$ cat config.mk
export PLATFORM = sky130hd
export DESIGN_NAME = alu_muldiv_seq
export DESIGN_NICKNAME = d
export VERILOG_FILES = /design/src/rtl/alu_pkg.sv /design/src/rtl/alu_muldiv_seq.sv
export SDC_FILE = /design/constraint.sdc
export NUM_CORES = 1
export LEC_CHECK = 0
export CAP_MARGIN = 20
export CORE_UTILIZATION = 50
export DETAILED_ROUTE_END_ITERATION = 7
export GPL_TIMING_DRIVEN = 0
export PLACE_DENSITY = 0.86
export SLEW_MARGIN = 20
export SYNTH_ARGS = -nofsm -noshare
export SYNTH_HDL_FRONTEND = slang
export SYNTH_SLANG_ARGS = --single-unit
$ cat constraint.sdc
create_clock -name clk -period 5.7 [get_ports clk]
set_input_delay 0.57 -clock clk [delete_from_list [all_inputs] [get_ports clk]]
set_output_delay 0.57 -clock clk [all_outputs]
set_load 0.005 [all_outputs]
$ cat src/rtl/alu_pkg.sv
// Shared ALU control encodings and the multiply/divide sequencer's enums.
package alu_pkg;

    localparam logic [2:0] ALU_ADD   = 3'b000;
    localparam logic [2:0] ALU_SUB   = 3'b001;
    localparam logic [2:0] ALU_AND   = 3'b010;
    localparam logic [2:0] ALU_OR    = 3'b011;
    localparam logic [2:0] ALU_SLT   = 3'b101;
    localparam logic [2:0] ALU_PASSB = 3'b110;

    typedef enum logic [1:0] {
        MUL   = 2'b00,
        MULHU = 2'b01,
        DIVU  = 2'b10,
        REMU  = 2'b11
    } muldiv_op_t;

    typedef enum logic [1:0] {
        IDLE = 2'b00,
        RUN  = 2'b01,
        DONE = 2'b10
    } seq_state_t;

endpackage

$ cat src/rtl/alu_muldiv_seq.sv
// Multi-cycle unsigned MUL/MULHU/DIVU/REMU sequencer that issues one add or subtract
// per cycle to the shared ALU (shift-add multiply, restoring divide).
module alu_muldiv_seq
    import alu_pkg::*;
#(
    parameter int unsigned WIDTH = 32
) (
    input  logic             clk,
    input  logic             rst,
    input  logic             start,
    input  logic [1:0]       op,
    input  logic [WIDTH-1:0] OpA,
    input  logic [WIDTH-1:0] OpB,
    output logic             busy,
    output logic             done,
    output logic [WIDTH-1:0] Result,
    output logic [WIDTH-1:0] AluSrcA,
    output logic [WIDTH-1:0] AluSrcB,
    output logic [2:0]       AluControl,
    input  logic [WIDTH-1:0] AluResult
);

    seq_state_t       state;
    muldiv_op_t       op_r;
    logic [WIDTH-1:0] acc;
    logic [WIDTH-1:0] q;
    logic [WIDTH-1:0] opnd;
    logic [5:0]       cnt;

    logic             is_div;
    logic             top;
    logic             carry;
    logic             accept;
    logic [WIDTH-1:0] shr;
    logic [WIDTH-1:0] sum;
    logic [WIDTH-1:0] acc_nxt;
    logic [WIDTH-1:0] q_nxt;
    logic [WIDTH-1:0] final_val;

    assign is_div = (op_r == DIVU) || (op_r == REMU);

    always_comb begin
        top    = acc[WIDTH-1];
        shr    = {acc[WIDTH-2:0], q[WIDTH-1]};
        sum    = q[0] ? AluResult : acc;
        // Carry out of acc + opnd, recovered from the 32-bit ALU sum.
        carry  = q[0] & (AluResult < acc);
        // A set top bit means the 33-bit remainder always exceeds the divisor.
        accept = top | (shr >= opnd);
        if (is_div) begin
            acc_nxt = accept ? AluResult : shr;
            q_nxt   = {q[WIDTH-2:0], accept};
        end else begin
            acc_nxt = {carry, sum[WIDTH-1:1]};
            q_nxt   = {sum[0], q[WIDTH-1:1]};
        end
        case (op_r)
            MUL:     final_val = q_nxt;
            MULHU:   final_val = acc_nxt;
            DIVU:    final_val = q_nxt;
            REMU:    final_val = acc_nxt;
            default: final_val = q_nxt;
        endcase
    end

    always_comb begin
        AluSrcA    = '0;
        AluSrcB    = '0;
        AluControl = ALU_ADD;
        if (state == RUN) begin
            AluSrcA    = is_div ? shr : acc;
            AluSrcB    = opnd;
            AluControl = is_div ? ALU_SUB : ALU_ADD;
        end
    end

    always_ff @(posedge clk or posedge rst) begin
        if (rst) begin
            state  <= IDLE;
            op_r   <= MUL;
            acc    <= '0;
            q      <= '0;
            opnd   <= '0;
            cnt    <= '0;
            busy   <= 1'b0;
            done   <= 1'b0;
            Result <= '0;
        end else begin
            done <= 1'b0;
            case (state)
                IDLE: begin
                    if (start) begin
                        op_r <= muldiv_op_t'(op);
                        acc  <= '0;
                        cnt  <= '0;
                        busy <= 1'b1;
                        if (op[1]) begin
                            q    <= OpA;
                            opnd <= OpB;
                            if (OpB == '0) begin
                                state  <= DONE;
                                done   <= 1'b1;
                                Result <= (muldiv_op_t'(op) == DIVU) ? {WIDTH{1'b1}} : OpA;
                            end else begin
                                state <= RUN;
                            end
                        end else begin
                            q     <= OpB;
                            opnd  <= OpA;
                            state <= RUN;
                        end
                    end
                end
                RUN: begin
                    acc <= acc_nxt;
                    q   <= q_nxt;
                    cnt <= cnt + 6'd1;
                    if (cnt == 6'd31) begin
                        state  <= DONE;
                        done   <= 1'b1;
                        Result <= final_val;
                        cnt    <= '0;
                    end
                end
                DONE: begin
                    state <= IDLE;
                    busy  <= 1'b0;
                end
                default: begin
                    state <= IDLE;
                    busy  <= 1'b0;
                end
            endcase
        end
    end

endmodule

==> out/metrics.yaml <==
cts:
  ctsHoldBuffers: 0
  cts-root-buf: "sky130_fd_sc_hd__clkbuf_16"
  worst_path_clk_slew_ns: 0.06
  ctsHtreeMaxLevel: 4
  cts_tree: "yes"
  clkLatencyLatePin_ns: 0.44
  clock-sinks: 140
  cts.repair_timing.setup_buffer_count: 0
  clockBufferDepth: 2
  cts_inserted_buffers: 17
  post_cts_resize_count: 0
routing:
  drtIter0Drc: 1367
  drt_pre_antenna_iters: 6
  routed_wire_length_per_instance_um: 22.92
  vias: 11054
  drt_drc_violations_left: 0
  avgViaCountPerCell: 6.495
  drtAntennaViolNets: 0
  route.final.wire_length_um: 39010
die:
  floorplan.io_pins: 202
  row_count: 52
  die_x_um: 147.7
  floorplan.core_area_mm2: 0.02049
  effective_utilization_at_floorplan_pct: 51.76
  die_area_mm2: 0.02181
  dieHeight_um: 147.7
timing:
  worst_hold_slack_ns: 0.4777
  final.period_utilization_pct: 72.22
  finalCriticalPeriod_ns: 4.117
  max_slew.worst_pin.slew_ns: 1.036
  timing.final.ws_setup_ns: 1.583
  clock_skew_ns: 0.01216
  final_max_slew_viol_count: 0
  max_clock_freq_mhz: 242.9
  rsz_0062_raised_after_global_routing: "false"
  fin_setup_tns_ns: 0
  finalSetupViolations: 0
  hold_viol_final: 0
  maxSlewHeadroom_pct: 30.91
final_layout:
  fin_cells: 1702
  share_of_post_route_cells_with_drive_strength_above_1_pct: 6.355
  insertedDiodeCount: 0
  seqCellArea_mm2: 0.003503
  fillers: 1604
  multiInputGateArea_mm2: 0.006301
  layout.cells.most_common: "sky130_fd_sc_hd__nor2_1"
  final_nets: 1585
  layout.cells.most_common_list: "205 x sky130_fd_sc_hd__nor2_1, 199 x sky130_fd_sc_hd__clkdlybuf4s50_1, 188 x sky130_fd_sc_hd__mux2i_1"
  areaGrowthSynthToFinish_pct: 27.80
worst_setup_path:
  crit-reg2reg-capture: "acc[13]"
  critical-path-slowest-cell: "sky130_fd_sc_hd__clkbuf_1"
  critical_path_endpoint_category: "output port"
  path_common_cell: "sky130_fd_sc_hd__clkbuf_1"
  ff2ff_path_depth: 9
  critical_path_required_ns: 5.13
  timing.critical_path.fanout_max: 10
  max_stage_delay_ns: 0.64
  worst_ep_arrival_time_ns: 3.55
  worstPathCellList: "clkbuf_1 > nand2b_1 > clkbuf_1 > clkbuf_1 > clkbuf_1 > nor2_1 > clkdlybuf4s50_1"
  setup.worst_path.class: "reg -> out"
  r2r_slack_ns: 2.52
  r2r-start: "acc[28]"
  startpoint_type: "flip-flop"
synth:
  postSynthCellCount: 1200
  synth-compound-area-share_pct: 20.11
  post_synthesis_share_of_cell_area_spent_on_xor_and_xnor_gates_pct: 0.08256
  synth_warnings: 0
  async_flop_share_pct: 100.0
  synth.avg_cell_area_um2: 8.841
  ys_dominant_reg_cell: "sky130_fd_sc_hd__dfrtp_1"
  synth-adder-area-share_pct: 7.548
  postSynthRegisterBits: 140
  synth-edff-count: 0
  synth_simple_gate_area_share_pct: 13.85
  syn-cell-area_mm2: 0.01061
  main_combinational_cell_family_by_area_after_synthesis: "compound AO/OA/AOI/OAI gates"
  synth_cell_types: 54
  synth.mux.area_fraction_pct: 17.74
  proportion_of_synthesized_chip_area_in_sequential_cells_pct: 33.02
power_and_ir_drop:
  total_switching_power_mw: 1.961
  p_int_mw: 2.936
  power.ir.vdd_worst_v: 0.0002344
  proportion_of_power_drawn_by_flip_flops_and_latches_pct: 31.7
  switch_share_pct: 40.04
  pwr_cell_area_mw_per_mm2: 361.2
  pwr-share-clk_pct: 23.1
  power.combinational.fraction_pct: 45.2
  totalPowerFinal_mw: 4.897
  leakagePower_nw: 6.379
placement:
  pre_cts_slack_ns: 2.251
  gp_congestion: 0.9361
  io_buffer_count: 199
  place_hpwl_um: 28800
  placed_cells: 1671
min_path:
  min_delay_endpoint: "opnd[29]"
  worst_hold_startpoint: "opnd[29]"
  hold_path_class: "reg -> reg"
  min_delay_path_depth: 2
run_status:
  run_status: "finished, final reports clean"
global_routing:
  grt-ovfl-total: 0
  global_route.usage.total_pct: 35.80
  antenna_found_initial: 0
  maximum_number_of_pins_on_one_net_before_global_route_repair: 85
  grt_pass1_vias: 10882
  wire_length_of_the_first_global_routing_pass_um: 59720
job:
  max_cap_violations: 0
[per-layer routing]
layer | up-vias | routed length, um | global-route usage [%]
met4 | 0 | 2218 | 21.55
met2 | 842 | 17280 | 55.12
met1 | 5274 | 14980 | 46.06
met3 | 177 | 4529 | 7.963
li1 | 4761 | - | -
met5 | - | 0 | 0
[synthesized netlist by cell type (2+ instances only)]
cell                       number  area share [%]
sky130_fd_sc_hd__buf_2         10            0.47
sky130_fd_sc_hd__o221ai_1      31             2.6
sky130_fd_sc_hd__a21o_1         4            0.28
sky130_fd_sc_hd__buf_1         14            0.50
sky130_fd_sc_hd__nand3_1        7            0.33
sky130_fd_sc_hd__o31ai_1        2            0.14
sky130_fd_sc_hd__a21oi_1       55             2.6
sky130_fd_sc_hd__buf_4          2            0.14
sky130_fd_sc_hd__o211ai_1       2            0.14
sky130_fd_sc_hd__a32oi_1        2            0.17
sky130_fd_sc_hd__nor2_1       205             7.3
sky130_fd_sc_hd__o21ai_0       55             2.6
sky130_fd_sc_hd__nor3_1         6            0.28
sky130_fd_sc_hd__and2_1         2            0.12
sky130_fd_sc_hd__nand2b_1       6            0.35
sky130_fd_sc_hd__clkbuf_1      50             1.8
sky130_fd_sc_hd__mux2i_1      188              18
sky130_fd_sc_hd__a221oi_1      33             2.7
sky130_fd_sc_hd__nand2_1       96             3.4
sky130_fd_sc_hd__clkbuf_4       2            0.14
sky130_fd_sc_hd__nor4_1         9            0.53
sky130_fd_sc_hd__dfrtp_1      140              33
sky130_fd_sc_hd__nor2b_1        3            0.18
sky130_fd_sc_hd__buf_6         10             1.1
sky130_fd_sc_hd__ha_1          64             7.5
sky130_fd_sc_hd__inv_1        100             3.5
sky130_fd_sc_hd__nand4_1        8            0.47
sky130_fd_sc_hd__a221oi_2      30             4.2
sky130_fd_sc_hd__a2111o_1       3            0.32
sky130_fd_sc_hd__a221o_1       30             2.8
sky130_fd_sc_hd__o221a_2        2            0.21
sky130_fd_sc_hd__and4_1         3            0.25
sky130_fd_sc_hd__a211oi_1       3            0.21
sky130_fd_sc_hd__o21ai_1        3            0.14
[worst max-delay path, delay by kind of cell, from the launching register on]
family | cells | cell delay (ns)
flops | 1 | 0.33
buf+inv | 5 | 2.38
simple gates | 2 | 0.39
[worst max path at each step]
stage	cells past startpoint	slack (ns)	startpoint	endpoint
global route	7	1.57	state[1]	AluSrcA[20]
CTS	7	1.79	state[1]	AluSrcA[20]
global placement	2	-0.74	rst	opnd[14]
detailed placement	7	2.25	op_r[1]	AluSrcA[20]
floorplan	1	1.38	rst	Result[0]
finish	7	1.58	state[1]	AluSrcA[20]
[logic make-up (layout without fill, tap and decap cells)]
logic type | Yosys count | after routing
fa+ha+maj | 64 | 64
other cells | 1 | 2
compound gates | 266 | 266
buf+inv | 188 | 419
mux | 188 | 188
simple gates | 352 | 352
xor+xnor | 1 | 1
flops | 140 | 140
[state kept, by name, summed over array words and instances, names as in the netlist]
name,flops
q,32
opnd,32
Result,32
op_r,2
acc,32
cnt,6
busy,1
state,2
done,1
[per-stage QoR]
stage	utilization, %	area [um^2]
floorplan	-	10610
finish	66.15	13560
detailed placement	63.32	12980
global route	66.15	13560
CTS	66.15	13560
global placement	63.15	12940
[cell type report]
cell class / count / area share (%)
inverter: 100 / 2.824
clock buffer: 25 / 3.654
timing repair buffer: 200 / 14.89
multi-input combinational: 873 / 46.47
tap: 270 / 2.492
clock inverter: 6 / 0.6275
buffer: 88 / 3.193
sequential: 140 / 25.84
[power groups by stage]
stage	clock (mW)	sequential, mW	combinational [mW]
after global routing	1.16	1.58	2.38
final	1.13	1.55	2.21
after global placement	0	1.54	2.06
after floorplan	0	1.44	1.43
after CTS	1.12	1.53	2.17
after detailed placement	0	1.55	2.15
(Power assumes the default switching activity.)
